==> src/rtl/divider_pkg.sv <==
// Shared types for the restoring divider: FSM state encoding and a width helper.
// The optional divide-by-zero shortcut is enabled with DIVIDER_DIV_ZERO_EN.
package divider_pkg;

   typedef enum logic [1:0] {
      S_IDLE = 2'd0,
      S_CALC = 2'd1,
      S_DONE = 2'd2
   } state_t;

   // Smallest width able to index 'value' states; never less than one bit.
   function automatic int clog2(input int value);
      int width;
      width = 1;
      while ((1 << width) < value) width++;
      return width;
   endfunction

endpackage

==> src/rtl/divider_cu.sv <==
// Control unit of the restoring divider: IDLE/CALC/DONE FSM plus the step counter.
// With DIVIDER_DIV_ZERO_EN a zero divisor skips CALC and goes straight to DONE.
module divider_cu
   import divider_pkg::*;
#(
   parameter int N = 4
) (
   input  logic   clk,
   input  logic   reset,
   input  logic   data_ready,
`ifdef DIVIDER_DIV_ZERO_EN
   input  logic   b_zero,
`endif
   output logic   load,
   output logic   shift,
   output logic   done,
   output state_t state
);

   localparam int CW = clog2(N);

   state_t          next_state;
   logic [CW-1:0]   counter;

   always_ff @(posedge clk or negedge reset) begin
      if (!reset) begin
         state   <= S_IDLE;
         counter <= '0;
         done    <= 1'b0;
      end else begin
         state <= next_state;
         // Registered from next_state so result_ready has no input-to-output path.
         done  <= (next_state == S_DONE);
         if (load) begin
            counter <= CW'(N - 1);
         end else if (shift && (counter != '0)) begin
            counter <= counter - CW'(1);
         end
      end
   end

   always_comb begin
      next_state = state;
      load       = 1'b0;
      shift      = 1'b0;
      case (state)
         S_IDLE: begin
            if (data_ready) begin
               load = 1'b1;
`ifdef DIVIDER_DIV_ZERO_EN
               next_state = b_zero ? S_DONE : S_CALC;
`else
               next_state = S_CALC;
`endif
            end
         end
         S_CALC: begin
            shift = 1'b1;
            if (counter == '0) next_state = S_DONE;
         end
         S_DONE: begin
            if (!data_ready) next_state = S_IDLE;
         end
         default: next_state = S_IDLE;
      endcase
   end

endmodule

==> src/rtl/divider.sv <==
// Sequential restoring divider, one quotient bit per clock; result = {quotient, remainder}.
// Defining DIVIDER_DIV_ZERO_EN adds the div_zero port and a one-edge zero-divisor path.
module divider
   import divider_pkg::*;
#(
   parameter int N = 4
) (
   input  logic           clk,
   input  logic           reset,
   input  logic [N-1:0]   A,
   input  logic [N-1:0]   B,
   input  logic           data_ready,
`ifdef DIVIDER_DIV_ZERO_EN
   output logic           div_zero,
`endif
   output logic           result_ready,
   output logic [2*N-1:0] result
);

   state_t        w_state;
   logic          load;
   logic          shift;
   logic [N-1:0]  dividend_q;
   logic [N-1:0]  divisor_q;
   logic [N-1:0]  rem_q;
   logic [N:0]    rem_shift;
   logic [N-1:0]  rem_diff;
   logic          q_bit;

   divider_cu #(.N(N)) cu (
      .clk        (clk),
      .reset      (reset),
      .data_ready (data_ready),
`ifdef DIVIDER_DIV_ZERO_EN
      .b_zero     (B == '0),
`endif
      .load       (load),
      .shift      (shift),
      .done       (result_ready),
      .state      (w_state)
   );

   // N+1-bit compare; when it succeeds the true difference is below 2^N, so N bits suffice.
   assign rem_shift = {rem_q, dividend_q[N-1]};
   assign q_bit     = rem_shift[N] | (rem_shift[N-1:0] >= divisor_q);
   assign rem_diff  = rem_shift[N-1:0] - divisor_q;

   always_ff @(posedge clk or negedge reset) begin
      if (!reset) begin
         dividend_q <= '0;
         divisor_q  <= '0;
         rem_q      <= '0;
      end else if (load) begin
         divisor_q <= B;
`ifdef DIVIDER_DIV_ZERO_EN
         if (B == '0) begin
            dividend_q <= '1;
            rem_q      <= A;
         end else begin
            dividend_q <= A;
            rem_q      <= '0;
         end
`else
         dividend_q <= A;
         rem_q      <= '0;
`endif
      end else if (shift) begin
         dividend_q <= {dividend_q[N-2:0], q_bit};
         rem_q      <= q_bit ? rem_diff : rem_shift[N-1:0];
      end
   end

`ifdef DIVIDER_DIV_ZERO_EN
   // Flag is captured at accept and dropped on the DONE->IDLE edge.
   always_ff @(posedge clk or negedge reset) begin
      if (!reset) begin
         div_zero <= 1'b0;
      end else if (load) begin
         div_zero <= (B == '0);
      end else if (result_ready && !data_ready) begin
         div_zero <= 1'b0;
      end
   end
`endif

   assign result = {dividend_q, rem_q};

endmodule

==> config.mk <==
export PLATFORM = sky130hd
export DESIGN_NAME = divider
export DESIGN_NICKNAME = d
export VERILOG_FILES = /design/src/rtl/divider_pkg.sv /design/src/rtl/divider_cu.sv /design/src/rtl/divider.sv
export SDC_FILE = /design/constraint.sdc
export NUM_CORES = 1
export LEC_CHECK = 0
export ABC_AREA = 1
export BUFFER_PORTS_ARGS = -buffer_cell sky130_fd_sc_hd__buf_2
export CAP_MARGIN = 20
export CORE_MARGIN = 5
export CORE_UTILIZATION = 52
export CTS_CLUSTER_SIZE = 14
export DETAILED_ROUTE_END_ITERATION = 7
export GPL_ROUTABILITY_DRIVEN = 0
export HOLD_SLACK_MARGIN = 0.02
export PLACE_DENSITY = 0.85
export SETUP_SLACK_MARGIN = 0.3
export SLEW_MARGIN = 10
export SYNTH_ARGS = -nofsm -noshare
export SYNTH_HDL_FRONTEND = slang
export SYNTH_SLANG_ARGS = --single-unit
==> constraint.sdc <==
create_clock -name clk -period 1.9 [get_ports clk]
set_clock_uncertainty 0.2 [all_clocks]
set_input_delay 0.285 -clock clk [delete_from_list [all_inputs] [get_ports clk]]
set_output_delay 0.285 -clock clk [all_outputs]
set_load 0.02 [all_outputs]
-- Word level (Yosys, flattened, before mapping)
Index checks and enable logic that the tools add are counted.
- bitwise gates (word level): 1
- magnitude comparators: 1
- add/subtract/negate cells: 2
- equal/unequal tests: 3
- reduce and logical (&&, ||, !) cells: 6
- multiplexer cells: 14
- operators by type and width (kind ; count):
    two-way mux 4 bit ; 5
    two-way mux 2 bit ; 5
    case mux 2 bit (3 select lines) ; 1
    nonzero test 2 bit ; 3
    == test 2 bit (second input constant) ; 2
    >= comparator 4 bit ; 1
    zero test 2 bit ; 2
    subtractor 4 bit ; 1
    two-way mux 1 bit ; 3
    == test 2 x 1 -> 1 bit (second input constant) ; 1
    subtractor 2 x 1 -> 2 bit (second input constant) ; 1
    logical AND 1 bit ; 1
    bitwise OR 1 bit ; 1
- bits of input ports: 11
- logic and storage cells: 33
- output and inout port bits: 9
- register bits: 17

-- Depth between registers and ports, before layout
- word-level depth: 5
- gate-level depth with buffers: 10
- mapped depth without buffers: 10

-- Hierarchy
From an unflattened synthesis, not the netlist that was laid out.
- cell total of the unflattened synthesis: 123
- area total of the unflattened synthesis: 965.9 um^2
- by module, submodules not included (module ; instances ; area each (um^2) ; cells each ; seq. area each (um^2)):
    divider ; 1 ; 726.9 ; 95 ; 300.3
    divider_cu ; 1 ; 239.0 ; 28 ; 125.1

-- Worst setup path before layout
Ideal clock, no wire load.
- path kind: register -> register
- from: register dividend_q[3]
- to: register rem_q[3]
- clock period less this slack: 1.871 ns
- buffers on the path: 0
- required time: 1.583 ns
- cell stages (with the launch flop): 10
- arrival time: 1.554 ns
- setup time: 0.117 ns
- slack: 0.029 ns
- cells stage by stage: dfrtp_1 > inv_1 > ha_1 > fa_1 > nand2_1 > nand2_2 > nand2_2 > nand3_1 > nand2_1 > nand2_1
- cells in the longest elaborated chain, start to end: 5
- elaborated cells on any way between the ends: 6
- those cells by class: add/sub (1); order compare (1); mux (3); bitwise (1)
- ends and longest elaborated chain (what ; line ; source):
    start, declared ; divider.sv:23 ; logic [N-1:0] dividend_q;
    start signal, assigned ; divider.sv:68 ; dividend_q <= {dividend_q[N-2:0], q_bit};
    >= comparator 4 bit ; divider.sv:45 ; assign q_bit = rem_shift[N] | (rem_shift[N-1:0] >= divisor_q);
    bitwise OR 1 bit ; divider.sv:45 ;
    two-way mux 4 bit (*) ; divider.sv:69 ; rem_q <= q_bit ? rem_diff : rem_shift[N-1:0];
    two-way mux 4 bit (*) ; divider.sv:67 ; end else if (shift) begin
    two-way mux 4 bit (*) ; divider.sv:53 ; end else if (load) begin
    end signal, assigned ; divider.sv:69 ;
    end, declared ; divider.sv:25 ; logic [N-1:0] rem_q;
Every way passes the cells marked *; elsewhere a longest branch is shown, timed or not. The select of a mux whose other input is x is not followed.
A chain may end at the register's enable or synchronous reset.

-- Final worst setup path
- from: register divisor_q[0]
- to: register rem_q[3]
- cells in the longest elaborated chain, start to end: 5
- elaborated cells on any way between the ends: 6
- those cells by class: add/sub (1); order compare (1); mux (3); bitwise (1)
- ends and longest elaborated chain (what ; line ; source):
    start, declared ; divider.sv:24 ; logic [N-1:0] divisor_q;
    start signal, assigned ; divider.sv:51 ; divisor_q <= '0;
    start signal, assigned ; divider.sv:54 ; divisor_q <= B;
    >= comparator 4 bit ; divider.sv:45 ;
    bitwise OR 1 bit ; divider.sv:45 ;
    two-way mux 4 bit (*) ; divider.sv:69 ;
    two-way mux 4 bit (*) ; divider.sv:67 ;
    two-way mux 4 bit (*) ; divider.sv:53 ;
Marks and branches as above.

==> flow_summary.json <==
{
  "worst_path_largest_cell_delay_ns": 0.43,
  "dpl.hpwl_um": 1560,
  "synth-seq-cells": 17,
  "die-height_um": 52.6,
  "grt_remaining_overflow": 0,
  "synth_xor_xnor_area_share": 0.00927,
  "cell_types_with_the_highest_counts_after_synthesis": "sky130_fd_sc_hd__nand2_1 (26), sky130_fd_sc_hd__dfrtp_1 (17), sky130_fd_sc_hd__inv_1 (17)",
  "regToRegEndpoint": "rem_q[3]",
  "rsz0062_at_grt": "yes",
  "timing_worst_slew_pin_value_ns": 0.383,
  "yosys-mux-area-fraction": 0,
  "first_pass_grt_wire_length_um": 3670,
  "worstRegToRegCells": 9,
  "clkSinkCount": 17,
  "timing.max_cap.violations": 0,
  "start_util": 0.547,
  "nFillCells": 133,
  "num_antenna_cells": 0,
  "worst-endpoint-required_ns": 1.94,
  "slew_violations": 0,
  "number_of_vias_after_detailed_routing": 845,
  "r2r_setup_slack_ns": 0.15,
  "finalCriticalPeriod_ns": 1.75,
  "grt_antenna_before_repair": 0,
  "yosys_warnings": 0,
  "synth-simple-area-share": 0.252,
  "grt_usage": 0.183,
  "ys_dominant_reg_cell": "sky130_fd_sc_hd__dfrtp_1",
  "h_tree_depth_reported_by_cts": 1,
  "worst-setup-path-type": "flop to flop",
  "dieWidth_um": 52.6,
  "clk_path_buf_depth": 2,
  "placeableCoreArea_sq_um": 1730,
  "synthesis.area_sq_um": 945,
  "fp.dieArea_sq_um": 2770,
  "cp_cell_sequence": "ha_4, fa_2, nand2_2, nand2_4, nand3_1, nand2_1, inv_1, nand2_1, nand2_1",
  "route.final.wire_length_um": 2250,
  "finalSetupViolCount": 0,
  "clockRootBuffer": "sky130_fd_sc_hd__clkbuf_4",
  "source_of_the_worst_hold_timing_path": "A[2]",
  "synth_compound_gate_area_share": 0.106,
  "synth_enable_flop_cells": 0,
  "timing.rr.start": "divisor_q[0]",
  "crit_arrival_ns": 1.79,
  "postSynthAreaPerCell_sq_um": 8.59,
  "crit_path_launch_type": "flop",
  "num_io_pins": 20,
  "max-slew-margin-rel": 0.745,
  "buffer_ports.inserted": 19,
  "min_to": "dividend_q[2]",
  "final_nets": 159,
  "cp_max_fo": 5,
  "drtAntennaViolNets": 0,
  "via_count_of_the_first_global_routing_pass": 858,
  "outcome": "complete, no violations",
  "final-hold-violation-count": 0,
  "critPathMostFrequentCell": "sky130_fd_sc_hd__nand2_1",
  "post-synth-top-count-cell": "sky130_fd_sc_hd__nand2_1",
  "placement_rows": 15,
  "initialDrtViolationCount": 3,
  "number_of_buffers_inserted_during_clock_tree_synthesis": 3,
  "synthesis.nets": 127,
  "adder_cell_share_of_the_synthesized_area": 0.0874,
  "syn_inst": 110,
  "yosysTopAreaCell": "sky130_fd_sc_hd__dfrtp_1",
  "wl_per_cell_um": 13.5,
  "worst_setup_path_end_kind": "flop",
  "grt_start_max_net_pins": 18,
  "synth_top_area_frac": 0.450,
  "share_of_final_layout_standard_cells_stronger_than_drive_strength_1": 0.362,
  "synth.area.top_cells": "sky130_fd_sc_hd__dfrtp_1 (45%), sky130_fd_sc_hd__nand2_1 (10%), sky130_fd_sc_hd__inv_1 (6.8%), sky130_fd_sc_hd__ha_1 (6.6%), sky130_fd_sc_hd__nand3_1 (5.3%)",
  "synthArstFlopShare": 1.00,
  "remaining_drc_errors": 0,
  "detailedRoute.firstPassIterationCount": 4,
  "fmax_mhz": 572,
  "hold_depth": 3,
  "detail_route.vias_per_cell": 5.09,
  "area_growth_pct": 30.7,
  "classification_of_the_worst_slack_hold_path": "primary input to flop",
  "tritoncts": "yes",
  "dominant_combinational_cell_family_by_area_after_synthesis": "simple AND/OR/NAND/NOR gates",
  "synth.lib_cells_used.distinct": 21,
  "cell_with_the_largest_stage_delay_on_the_worst_path": "sky130_fd_sc_hd__dfrtp_1",
  "post-route-period-util": 0.920,
  "yosysSeqAreaShare": 0.450,
  "clkTransAtPathRegs_ns": 0.11,
  "fin_setup_tns_ns": 0,
  "clock_latency_ns": 0.31
}
## repair_timing
item	in CTS	in global routing
endpoints found under the hold margin	23	0
gates resized for setup	2	10
hold buffers	7	0
endpoints found under the setup margin	5	5
setup buffers	1	1
pin swaps	4	6
## state kept, by name (all words and copies together) (netlist names)
signal	cells
cu.done	1
cu.counter	2
dividend_q	4
cu.state	2
divisor_q	4
rem_q	4
## critical path, delay by kind of cell, from the launching register on
kind / cells / cell delay [ns]
AND/OR/NAND/NOR: 6 / 0.41
flip-flops: 1 / 0.43
buffers and inverters: 1 / 0.07
adder cells (fa/ha/maj): 2 / 0.56
## cell families (layout without fill, tap and decap cells)
logic type                 Yosys count  count (layout)
DFF                                 17              17
and+or+nand+nor                     48              48
buffers and inverters               22              53
AOI/OAI and AO/OA                   16              16
xor gates and xnor gates             1               1
adders and majority gates            6               6
## worst max-delay path by stage
stage                              from  endpoint
after global placement    dividend_q[3]  rem_q[3]
after detailed placement  dividend_q[3]  rem_q[1]
final                      divisor_q[0]  rem_q[3]
after global routing      dividend_q[3]  rem_q[3]
after CTS                  divisor_q[0]  rem_q[1]
after floorplan           dividend_q[3]  rem_q[3]
## metal layers
metal	vias to the layer above	wire length, um	global-route usage
li1	414	-	-
met1	402	956	0.212
met2	20	1140	0.326
met3	9	87	0.0342
met4	0	63	0.0766
met5	-	0	0
## final cells by class
class / count / area, sq um / share of cell area
Tap cell: 25 / 31.3 / 0.0253
Inverter: 21 / 81.3 / 0.0659
Clock buffer: 3 / 22.5 / 0.0182
Timing Repair Buffer: 28 / 180 / 0.146
Clock inverter: 1 / 5.00 / 0.00405
Multi-Input combinational cell: 71 / 488 / 0.395
Sequential cell: 17 / 427 / 0.345
## layout by cell type (no fill, tap or decap), types with 4 or more instances in the layout
| cell | instances |
|---|---|
| sky130_fd_sc_hd__inv_2 | 4 |
| sky130_fd_sc_hd__dlygate4sd3_1 | 7 |
| sky130_fd_sc_hd__nand2_2 | 6 |
| sky130_fd_sc_hd__nand2_4 | 4 |
| sky130_fd_sc_hd__ha_1 | 4 |
| sky130_fd_sc_hd__nand3_1 | 6 |
| sky130_fd_sc_hd__nand2_1 | 22 |
| sky130_fd_sc_hd__inv_1 | 16 |
| sky130_fd_sc_hd__nand3_2 | 4 |
| sky130_fd_sc_hd__dfrtp_1 | 16 |
| sky130_fd_sc_hd__buf_2 | 19 |
| sky130_fd_sc_hd__o21ai_1 | 7 |
## stage by stage
| step | cells | util | worst slack, ns | hold slack, ns | instance area (sq um) |
|---|---|---|---|---|---|
| 6_report | 166 | 0.715 | 0.153 | 0.0287 | 1230 |
| 5_1_grt | 166 | 0.715 | 0.0703 | 0.0301 | 1230 |
| 4_1_cts | 165 | 0.690 | 0.191 | 0.0227 | 1190 |
| 3_5_place_dp | 153 | 0.623 | 0.190 | 0.0321 | 1080 |
| 3_3_place_gp | 153 | 0.623 | 0.256 | 0.0259 | 1080 |
| 2_1_floorplan | 110 | - | 0.199 | -0.211 | 961 |
Power is left out: the tool's default activity adds up to more than one toggle a clock period on the data nets, which glitch-free logic cannot reach.
